$ cat src/rtl/moore_ol_pkg.sv
// rtl/moore_ol_pkg.sv - shared state encoding and pattern for the 1101 detector
package moore_ol_pkg;

    typedef enum logic [2:0] {
        S0 = 3'd0,
        S1 = 3'd1,
        S2 = 3'd2,
        S3 = 3'd3,
        S4 = 3'd4
    } state_t;

    localparam logic [3:0] PATTERN     = 4'b1101;
    localparam int         PATTERN_LEN = 4;

endpackage

$ cat src/rtl/moore_ol.sv
// rtl/moore_ol.sv - overlapping Moore detector for serial pattern 1101, MSB first
module moore_ol
    import moore_ol_pkg::*;
(
    input  logic clk,
    input  logic reset,
    input  logic in,
    output logic out
);

    state_t r_state;
    state_t w_next_state;

    always_ff @(posedge clk or negedge reset) begin
        if (!reset) begin
            r_state <= S0;
        end else begin
            r_state <= w_next_state;
        end
    end

    // S4 on a 1 reuses the trailing 1 of the match, giving prefix "11"
    always_comb begin
        w_next_state = S0;
        case (r_state)
            S0:      w_next_state = in ? S1 : S0;
            S1:      w_next_state = in ? S2 : S0;
            S2:      w_next_state = in ? S2 : S3;
            S3:      w_next_state = in ? S4 : S0;
            S4:      w_next_state = in ? S2 : S0;
            default: w_next_state = S0;
        endcase
    end

    always_comb begin
        out = 1'b0;
        if (r_state == S4) begin
            out = 1'b1;
        end
    end

endmodule

$ cat config.mk
export PLATFORM = sky130hd
export DESIGN_NAME = moore_ol
export DESIGN_NICKNAME = d
export VERILOG_FILES = /design/src/rtl/moore_ol_pkg.sv /design/src/rtl/moore_ol.sv
export SDC_FILE = /design/constraint.sdc
export NUM_CORES = 1
export LEC_CHECK = 0
export BUFFER_PORTS_ARGS = -buffer_cell sky130_fd_sc_hd__buf_4
export CAP_MARGIN = 20
export CORE_AREA = 2 2 39 41
export CTS_CLUSTER_DIAMETER = 120
export DETAILED_ROUTE_END_ITERATION = 10
export DIE_AREA = 0 0 41 43
export GPL_TIMING_DRIVEN = 0
export PLACE_DENSITY = 0.3
export RECOVER_POWER = 100
export SYNTH_ARGS = -nofsm -noshare
export SYNTH_HDL_FRONTEND = slang
export SYNTH_SLANG_ARGS = --single-unit
$ cat constraint.sdc
create_clock -name clk -period 1.33 [get_ports clk]
set_input_delay 0.133 -clock clk [delete_from_list [all_inputs] [get_ports clk]]
set_output_delay 0.133 -clock clk [all_outputs]
set_load 0.03 [all_outputs]
* After elaboration in Yosys (flattened, before gate mapping)
Cells that the tools add are included.
Cells by class: equal/unequal tests 4, mux-type cells 6, reduce and logical (&&, ||, !) cells 2
Operators with widths (count):
- 3-bit case mux with 4 select lines | 1
- 3-bit by 2-bit equality test with 1-bit output, second input constant | 2
- 3-bit by 1-bit equality test with 1-bit output, second input constant | 1
- 3-bit equality test, second input constant | 1
- 3-bit zero test | 1
- 1-bit two-way mux | 3
- 3-bit two-way mux | 1
- 2-bit two-way mux | 1
- 2-bit OR reduction | 1
Word-level totals: word-level logic and storage cells 13, bits of input ports 3, bits in registers 3, output and inout bits 1

* Logic depth before layout (Yosys ltp)
Gate-level depths: netlist of the first run.
depth in word-level cells 3, gate-level depth with buffers 2, gate-level depth less buffers 2

* Least setup slack after synthesis of the first run
OpenSTA, ideal clock, no wires.
kind register to output, start reg r_state[0], end out out, cell stages (with the launch flop) 2, data required time 1.197 ns, slack 0.044 ns, buffers on the path 0, arrival time 1.153 ns, path through dfrtp_1 -> nor3b_1
On the way: cells in the longest elaborated chain, start to end 2
RTL lines:
- from (decl) | line moore_ol.sv:11 | state_t r_state;
- from (signal assigned) | line moore_ol.sv:18 | r_state <= w_next_state;
- 3-bit equality test | line moore_ol.sv:37 | if (r_state == S4) begin
- 1-bit two-way mux | line moore_ol.sv:37
- to (decl) | line moore_ol.sv:8 | output logic out
No other way between the ends.

* Worst setup path in the final report of the first run
Same ends and word-level chain as after synthesis.

==> metrics.md, run 1 <==
| Metric | Value |
|---|---|
| Largest regs | `r_state: 3 flops` |
| DRC Markers | `0` |
| Final core utilization | `0.160` |
| Clk_skew | `approximately 0.00027 ns` |
| GRT overflow | `0` |
| Most frequent cells in the layout | `clkbuf_4 (3), dfrtp_1 (3), nor3b_1 (2), clkbuf_1 (2), buf_4 (2)` |
| Latest clock arrival within the worst-skew pair | `between 0.2 and 0.25 ns` |
| First-pass GRT wire length | `just over 500 µm` |
| Critical Path End Type | `primary output` |
| I/O Pins | `4` |
| CTS clk-pin slew, worst paths | `0.04 ns` |
| Placed Instances | `30` |
| Unrepaired setup endpoints after global routing | `false` |
| WL per Instance | `around 8.3 µm` |
| Post-Syn Instances | `11` |
| Die area | `1760 µm²` |
| Sequential area share after synthesis | `0.513` |
| Power per cell area | `roughly 1900 nW/µm²` |
| Maximum number of pins on one net before global-route repair | `7` |
| Seq cells post-synth | `3` |
| Setup Buffers After CTS | `0` |
| LEAKAGE | `roughly 0.096 nW` |
| NumNets Final | `23` |
| Tmin final | `1.17 ns` |
| F_max | `852 MHz` |
| PostCTS Resize Cnt | `0` |
| Peak VDD IR | `between 0.3 and 0.4 mV` |
| Via density | `roughly 3.2` |
| CTS max path bufs | `2` |
| Dpl ws | `~0.23 ns` |
| Worst Reg-to-Reg Cells | `2` |
| GPL Wtd Cong | `~0.60` |
| Worst Setup SP | `r_state[0]` |
| Share of cells above drive strength 1 | `0.368` |
| Worst setup path endpoint | `out` |
| TritonCTS buffer count | `3` |
| Core Area | `between 1000 and 1500 µm²` |
| Initial core utilization | `0.106` |
| Post-route insts no fill | `35` |
| IO buf count | `3` |
| Outcome | `complete, no violations` |
| Mapped cell area | `146 µm²` |
| Type of origin of the critical path | `flip-flop` |
| RR Endpoint | `r_state[1]` |
| Reg with most FFs | `r_state` |
| TritonRoute pass-1 iters | `2` |
| DRT iter0 DRCs | `1` |
| Final setup fails | `0` |
| DIE WIDTH | `about 41 µm` |
| Vias in the first global route | `126` |
| Hold Buf Count CTS | `1` |
| Path type of the worst min-delay path | `in -> reg` |
| Max FFs per register | `3` |
| Max-Slew Margin vs Limit | `0.884` |
| Post-DP HPWL | `roughly 190 µm` |
| CP Max Fanout | `6` |
| Max Cap Violations | `0` |
| Reg-to-Reg Start | `r_state[1]` |
| Yosys warns | `0` |
| Critical setup path kind | `reg -> out` |
| Clock Root Buffer | `clkbuf_4` |
| Die Span Y | `43 µm` |
| CP required | `around 1.2 ns` |
| Worst reg2reg setup slack | `between 0.2 and 0.25 ns` |
| Pins over their slew limit | `0` |
| Crit path DAT | `1.04 ns` |
| Ant. Diodes | `0` |
| Net count of the mapped netlist | `14` |
| Routed WL | `about 290 µm` |
| Global Route Usage Sum | `0.0442` |
| Initial antenna violation count | `0` |
| Final ANT Viol Nets | `0` |
| Row cnt | `14` |
| Number of clock sinks | `3` |
| Final Hold Vio Count | `0` |
| Least-Margin Pin Slew | `approximately 0.17 ns` |
| Area delta synth->final | `51.3%` |
| H-Tree Depth | `1` |
| Via count | `roughly 110` |
| CTS tree | `built` |
| Setup TNS | `0 ns` |
| Fin worst setup slack | `between 0.15 and 0.2 ns` |
| Distinct cells, synth | `8` |
| Final worst-path cycle share | `0.883` |
| Syn_area_per_cell | `13.3 µm²` |
synthesized netlist by cell type:
cell | number | share of area
and4bb_2 | 1 | 0.085
nor3_1 | 1 | 0.034
nor3b_1 | 2 | 0.10
dfrtp_1 | 3 | 0.51
xnor2_1 | 1 | 0.060
and4b_2 | 1 | 0.077
or3_1 | 1 | 0.043
and4bb_1 | 1 | 0.085
where the power goes:
part / internal, mW / switching [mW] / leakage (nW)
Clock: 0.113 / 0.0519 / 0.0150
Sequential: 0.123 / 0.0423 / 0.0391
Combinational: 0.0572 / 0.0265 / 0.0424
Total: 0.293 / 0.121 / 0.0965
how the worst min path moves through the flow:
stage               start  depth (start not counted)    endpoint  slack [ns]
floorplan           reset                          0  r_state[0]       -0.16
global placement    reset                          1  r_state[0]       -0.08
detailed placement  reset                          1  r_state[2]       -0.07
CTS                    in                          3  r_state[0]        0.17
global route           in                          3  r_state[0]        0.20
finish                 in                          3  r_state[0]        0.18
metrics by stage:
| stage | power (mW) | area [µm²] | hold WS, ns |
|---|---|---|---|
| final | 0.414 | 221 | 0.183 |
| after global routing | 0.447 | 221 | 0.200 |
| after global placement | 0.246 | 189 | -0.0792 |
| after CTS | 0.428 | 225 | 0.170 |
| after detailed placement | 0.251 | 189 | -0.0746 |
| after floorplan | 0.222 | 146 | -0.163 |
routing by layer:
| metal | track usage | share of wire | vias up | routed length (µm) |
|---|---|---|---|---|
| li1 | - | - | 58 | - |
| met1 | 0.0675 | 0.56 | 51 | 162 |
| met2 | 0.0438 | 0.38 | 4 | 112 |
| met3 | 0 | 0.055 | 0 | 16 |
| met4 | 0.0600 | 0 | 0 | 0 |
| met5 | 0 | 0 | - | 0 |
worst max-delay path: stages, from the launching register on:
cell     delay, ns
dfrtp_1       0.41
nor3b_1       0.21
buf_4         0.19
area by class of cell:
cell class	count	area, µm²
clock buffers	4	26.3
fillers	153	1160
flip-flops and latches	3	75.1
multi-input cells	8	71.3
well taps	16	20.0
repair buffers	4	28.8
kinds of logic (layout without fill, tap and decap cells):
logic type,Yosys count,after routing,share of synthesized area
XOR/XNOR,1,1,0.0598
flip-flops,3,3,0.513
buffers and inverters,0,8,0
AND/OR/NAND/NOR,7,7,0.427
(Power assumes the default switching activity.)
==> inputs of run 2 (changes only) <==
==> constraint.sdc (replaced) <==
create_clock -name clk -period 1.33 [get_ports clk]
set_input_delay 0.266 -clock clk [delete_from_list [all_inputs] [get_ports clk]]
set_output_delay 0.266 -clock clk [all_outputs]
set_load 0.03 [all_outputs]
==> run 2 against run 1 <==
  * Flip-flop and latch count did not move
  * First-iteration DRC count did not move
  * Sequential power rose by 7%
  * Total power rose by 7.4%
  * Via count rose by 8.8%
  * Largest power group unchanged
==> metrics.md, run 2 (synthesis gave the netlist of run 1 again) <==
| Metric | Value |
|---|---|
| Global Route Usage Sum | `0.0481 (+0.00397)` |
| Number of clock sinks | `3 (unchanged)` |
| WL per Instance | `7.86 µm (-5.5%)` |
| Die area | `1760 µm² (unchanged)` |
| F_max | `767 MHz (-9.9%)` |
| Pins over their slew limit | `0 (unchanged)` |
| CTS max path bufs | `2 (unchanged)` |
| NetSw | `0.130 mW (+7.6%)` |
| Peak VDD IR | `0.519 mV (+47%)` |
| Comb power frac | `0.236 (+0.034)` |
| Clock Root Buffer | `clkbuf_4` |
| Most frequent cells in the layout | `clkbuf_4 (3), buf_4 (3), clkbuf_1 (2), dfrtp_2 (2)` |
| Worst setup path endpoint | `out` |
| GPL Wtd Cong | `0.552 (-7.7%)` |
| Final ANT Viol Nets | `0 (unchanged)` |
| DRT iter0 DRCs | `1 (unchanged)` |
| Worst hold slack | `0.313 ns (+0.129 ns)` |
| Fin worst setup slack | `0.0267 ns (-0.129 ns)` |
| H-Tree Depth | `1 (unchanged)` |
| Power per cell area | `1880 nW/µm² (+0.53%)` |
| Share of cells above drive strength 1 | `0.550 (+0.182)` |
| CP Max Fanout | `6 (unchanged)` |
| Crit path DAT | `1.04 ns (about the same)` |
| Clk network pwr share | `0.368 (-0.030)` |
| GRT overflow | `0 (unchanged)` |
| CTS clk-pin slew, worst paths | `0.04 ns (about the same)` |
| Cell Int Power | `0.314 mW (+7.3%)` |
| Slowest cell on crit path | `dfrtp_2` |
| Worst reg2reg setup slack | `0.26 ns (+0.04 ns)` |
| Die Span Y | `43 µm (unchanged)` |
| Max-Slew Margin vs Limit | `0.872 (-0.0125)` |
| Reg-to-Reg Start | `r_state[0]` |
| Maximum number of pins on one net before global-route repair | `7 (unchanged)` |
| Critical setup path kind | `reg -> out` |
| Switching share of power | `0.292 (+0.000657)` |
| Max FFs per register | `3 (unchanged)` |
| Via density | `3.42 (+5.8%)` |
| Row cnt | `14 (unchanged)` |
| Max Cap Violations | `0 (unchanged)` |
| Worst path top cell family by delay | `flip-flops` |
| DIE WIDTH | `41 µm (unchanged)` |
| TritonRoute pass-1 iters | `2 (unchanged)` |
| Sequential Power Share | `0.395 (-0.005)` |
| Type of origin of the critical path | `flip-flop` |
| CP required | `1.06 ns (-0.14 ns)` |
| TritonCTS buffer count | `3 (unchanged)` |
| I/O Pins | `4 (unchanged)` |
| Outcome | `complete, no violations` |
| Largest regs | `r_state: 3 flops` |
| CP Cell Sequence | `nor3b_2 -> buf_4` |
| Critical Path End Type | `primary output` |
| LEAKAGE | `0.101 nW (+5.1%)` |
| First-pass GRT wire length | `496 µm (-2.7%)` |
| Final worst-path cycle share | `0.980 (+0.0970)` |
| Tmin final | `1.30 ns (+0.129 ns)` |
| Vias in the first global route | `112 (-11%)` |
| Area taken by multi-input logic gates | `76.3 µm² (+7.0%)` |
| NumNets Final | `24 (+4.3%)` |
| Max stage delay on crit path | `0.43 ns (+0.02 ns)` |
| Filler Cells Inserted | `149 (-2.6%)` |
| Reg area | `77.6 µm² (+3.3%)` |
| Final Hold Vio Count | `0 (unchanged)` |
| Worst Reg-to-Reg Cells | `2 (unchanged)` |
| DRC Markers | `0 (unchanged)` |
| Worst Setup SP | `r_state[1]` |
| Power, Total | `0.444 mW (+7.4%)` |
| IO buf count | `3 (unchanged)` |
| Initial antenna violation count | `0 (unchanged)` |
| Latest clock arrival within the worst-skew pair | `0.24 ns (about the same)` |
| Hold_sp | `in` |
| Area delta synth->final | `61.5%` |
| Path type of the worst min-delay path | `in -> reg` |
| Final instance area | `236 µm² (+6.8%)` |
| Unrepaired setup endpoints after global routing | `true` |
| Initial core utilization | `0.106 (unchanged)` |
| RR Endpoint | `r_state[1]` |
| Least-Margin Pin Slew | `0.192 ns (+0.0184 ns)` |
| Post-DP Area | `194 µm² (+2.6%)` |
| Core Area | `1380 µm² (unchanged)` |
| Via count | `123 (+8.8%)` |
| Dpl ws | `0.229 ns (+0.00336 ns)` |
| Final setup fails | `0 (unchanged)` |
| CTS tree | `built` |
| Ant. Diodes | `0 (unchanged)` |
| Reg with most FFs | `r_state` |
| Clk_skew | `0.000360 ns (+0.0000932 ns)` |
| CP bufs+invs | `1 (unchanged)` |
| Routed WL | `283 µm (-2.7%)` |
| CP Depth | `2 (unchanged)` |
==> run 2: cell types whose count changed in the layout (fill, tap and decap cells not counted) <==
cell	change
dfrtp_1	-2
nor3b_1	-1
buf_4	+1
nor3b_2	+1
dfrtp_2	+2
==> run 2: final cells by class <==
type,count,area share
flip-flops and latches,3,0.328
clock buffers,4,0.111
well taps,16,0.0847
repair buffers,5,0.153
multi-input cells,8,0.323
==> run 2: how the worst min path moves through the flow <==
| stage | to | cells past startpoint | slack [ns] |
|---|---|---|---|
| 5_1_grt | r_state[0] | 3 | 0.34 |
| 6_report | r_state[0] | 3 | 0.31 |
| 3_5_place_dp | r_state[1] | 1 | 0.06 |
| 3_3_place_gp | r_state[0] | 1 | 0.05 |
| 4_1_cts | r_state[0] | 3 | 0.31 |
| 2_1_floorplan | r_state[0] | 0 | -0.03 |
==> run 2: routing by layer <==
layer  track usage  wire length [µm]  up-vias
met5             0                 0        -
met3        0.0628                39        0
met2        0.0438                76        6
met1        0.0609               167       54
li1              -                 -       63
met4        0.0200                 0        0
==> run 2: power by group through the flow <==
stage | Combinational (mW) | Clock, mW | Sequential [mW]
detailed placement | 0.0847 | 0 | 0.170
global placement | 0.0822 | 0 | 0.169
global route | 0.120 | 0.187 | 0.181
CTS | 0.0872 | 0.172 | 0.169
finish | 0.105 | 0.164 | 0.176
floorplan | 0.0686 | 0 | 0.159
==> run 2: per-stage QoR <==
step	utilization	TNS, ns	std cells
6_report	0.171	0	36
5_1_grt	0.171	-0.0274	36
4_1_cts	0.166	0	35
3_5_place_dp	0.140	0	30
3_3_place_gp	0.140	0	30
2_1_floorplan	-	0	11
==> run 2: worst register-to-register path: cells and delay by family, from the launching register on <==
| family | cells | cell delay [ns] |
|---|---|---|
| AND/OR/NAND/NOR | 2 | 0.52 |
| flip-flops | 1 | 0.43 |
==> run 2: what timing repair did <==
| action | in CTS | in global routing |
|---|---|---|
| endpoints found under the hold margin | 3 | 0 |
| setup endpoints to repair | 0 | 1 |
| resized for setup | 0 | 2 |
| hold buffers | 1 | 0 |
| setup buffers | 0 | 1 |
==> inputs of run 3 (changes only) <==
--- a/config.mk
+++ b/config.mk
@@ -5,7 +5,7 @@
 export SDC_FILE = /design/constraint.sdc
 export NUM_CORES = 1
 export LEC_CHECK = 0
-export BUFFER_PORTS_ARGS = -buffer_cell sky130_fd_sc_hd__buf_4
+export BUFFER_PORTS_ARGS = -buffer_cell sky130_fd_sc_hd__buf_2
 export CAP_MARGIN = 20
 export CORE_AREA = 2 2 39 41
 export CTS_CLUSTER_DIAMETER = 120
==> run 3 against run 2 <==
  * Flip-flop and latch count unchanged
  * Cell count stayed put
  * Critical path depth did not move
  * Critical path type unchanged
  * Critical endpoint unchanged
  * Largest power group unchanged
  * Highest routed layer unchanged
==> metrics.md, run 3 (synthesis gave the netlist of run 1 again) <==
| Metric | Value |
|---|---|
| Outcome | `complete, no violations` |
| Peak VDD IR | `0.389 mV (-25%)` |
| DRC Markers | `0 (unchanged)` |
| Initial core utilization | `0.106 (unchanged)` |
| NumNets Final | `24 (unchanged)` |
| Tmin final | `1.27 ns (-0.0285 ns)` |
| Worst Setup SP | `r_state[0]` |
| Power, Total | `0.439 mW (-1.1%)` |
| Max FFs per register | `3 (unchanged)` |
| CP required | `1.06 ns (about the same)` |
| Share of cells above drive strength 1 | `0.550 (unchanged)` |
| Die Span Y | `43 µm (unchanged)` |
| GPL Wtd Cong | `0.575 (+4.2%)` |
| Power per cell area | `1900 nW/µm² (+1.0%)` |
| DRT iter0 DRCs | `2 (+1)` |
| Final worst-path cycle share | `0.958 (-0.0214)` |
| Clk_skew | `0.00334 ns (+0.00298 ns)` |
| Global Route Usage Sum | `0.0522 (+0.00406)` |
| WL per Instance | `9.81 µm (+25%)` |
| Clock Root Buffer | `clkbuf_4` |
| Dpl ws | `0.209 ns (-0.0197 ns)` |
| DIE WIDTH | `41 µm (unchanged)` |
| Path type of the worst min-delay path | `in -> reg` |
| Core Area | `1380 µm² (unchanged)` |
| Final setup fails | `0 (unchanged)` |
| Unrepaired setup endpoints after global routing | `true` |
| CP Max Fanout | `6 (unchanged)` |
| Ant. Diodes | `0 (unchanged)` |
| CTS clk-pin slew, worst paths | `0.04 ns (about the same)` |
| I/O Pins | `4 (unchanged)` |
| First-pass GRT wire length | `538 µm (+8.5%)` |
| Type of origin of the critical path | `flip-flop` |
| Critical Path End Type | `primary output` |
| Maximum number of pins on one net before global-route repair | `7 (unchanged)` |
| Hold_sp | `in` |
| Vias in the first global route | `125 (+12%)` |
| F_max | `784 MHz (+2.2%)` |
| Latest clock arrival within the worst-skew pair | `0.24 ns (about the same)` |
| Crit path DAT | `1.01 ns (-0.03 ns)` |
| Row cnt | `14 (unchanged)` |
| CTS tree | `built` |
| Via count | `119 (-3.3%)` |
| Largest regs | `r_state: 3 flops` |
| Final Hold Vio Count | `0 (unchanged)` |
| Reg with most FFs | `r_state` |
| Area delta synth->final | `58.1%` |
| LEAKAGE | `0.0950 nW (-6.3%)` |
| IO buf count | `3 (unchanged)` |
| Max Cap Violations | `0 (unchanged)` |
| TritonCTS buffer count | `3 (unchanged)` |
| GRT overflow | `0 (unchanged)` |
| Final core utilization | `0.167 (-0.00362)` |
| Initial antenna violation count | `0 (unchanged)` |
| Routed WL | `353 µm (+25%)` |
| Final ANT Viol Nets | `0 (unchanged)` |
| Die area | `1760 µm² (unchanged)` |
| H-Tree Depth | `1 (unchanged)` |
| Max-Slew Margin vs Limit | `0.891 (+0.0194)` |
| Filler Cells Inserted | `159 (+6.7%)` |
| Number of clock sinks | `3 (unchanged)` |
| Least-Margin Pin Slew | `0.162 ns (-0.0300 ns)` |
| Reg-to-Reg Start | `r_state[1]` |
| Via density | `3.31 (-3.3%)` |
| Pins over their slew limit | `0 (unchanged)` |
| CTS max path bufs | `2 (unchanged)` |
| Fin worst setup slack | `0.0552 ns (+0.0285 ns)` |
| TritonRoute pass-1 iters | `2 (unchanged)` |
| Most frequent cells in the layout | `clkbuf_4 (3), clkbuf_1 (3), dfrtp_2 (3)` |
| Critical setup path kind | `reg -> out` |
-- run 3: worst paths after layout --
| check | to | slack [ns] | depth (start not counted) |
|---|---|---|---|
| max reg2reg | r_state[1] | 0.09 | 3 |
| min | r_state[0] | 0.33 | 3 |
| max | out | 0.06 | 2 |
| max in group asynchronous | r_state[2] | 0.79 | 2 |
| min reg2reg | r_state[0] | 0.49 | 1 |
| min in group asynchronous | r_state[0] | 0.37 | 2 |
-- run 3: critical path: stages, from the launching register on --
cell     delay, ns
dfrtp_2       0.43
nor3b_2       0.16
buf_4         0.18
-- run 3: cell type report --
class / count / area, µm² / area share
clock buffers: 4 / 26.3 / 0.114
well taps: 16 / 20.0 / 0.0865
multi-input cells: 8 / 76.3 / 0.330
repair buffers: 5 / 30.0 / 0.130
flip-flops and latches: 3 / 78.8 / 0.341
-- run 3: metrics by stage --
step / cell area, µm² / hold WS (ns) / std cells / TNS, ns
6_report: 231 / 0.332 / 36 / 0
5_1_grt: 231 / 0.335 / 36 / -0.0117
2_1_floorplan: 151 / -0.0296 / 11 / 0
3_5_place_dp: 186 / 0.0637 / 30 / 0
3_3_place_gp: 186 / 0.0591 / 30 / 0
4_1_cts: 225 / 0.317 / 35 / 0
-- run 3: what timing repair did --
| item | CTS | global route |
|---|---|---|
| hold endpoints to repair | 3 | 0 |
| endpoints found under the setup margin | 1 | 1 |
| hold buffers | 1 | 0 |
| pin swaps | 0 | 1 |
| setup buffers | 0 | 1 |
| gates resized for setup | 1 | 3 |
-- run 3: where the power goes --
group          internal [mW]  total (mW)  leakage (nW)  switching, mW
Combinational         0.0624       0.104        0.0450         0.0417
Sequential             0.129       0.169        0.0349         0.0395
Clock                  0.113       0.166        0.0150         0.0534
-- run 3: per-layer routing --
layer | up-vias | wire, µm | track usage
li1 | 60 | - | -
met1 | 53 | 191 | 0.0675
met2 | 6 | 118 | 0.0406
met3 | 0 | 43 | 0.0628
met4 | 0 | 0 | 0.0400
met5 | - | 0 | 0
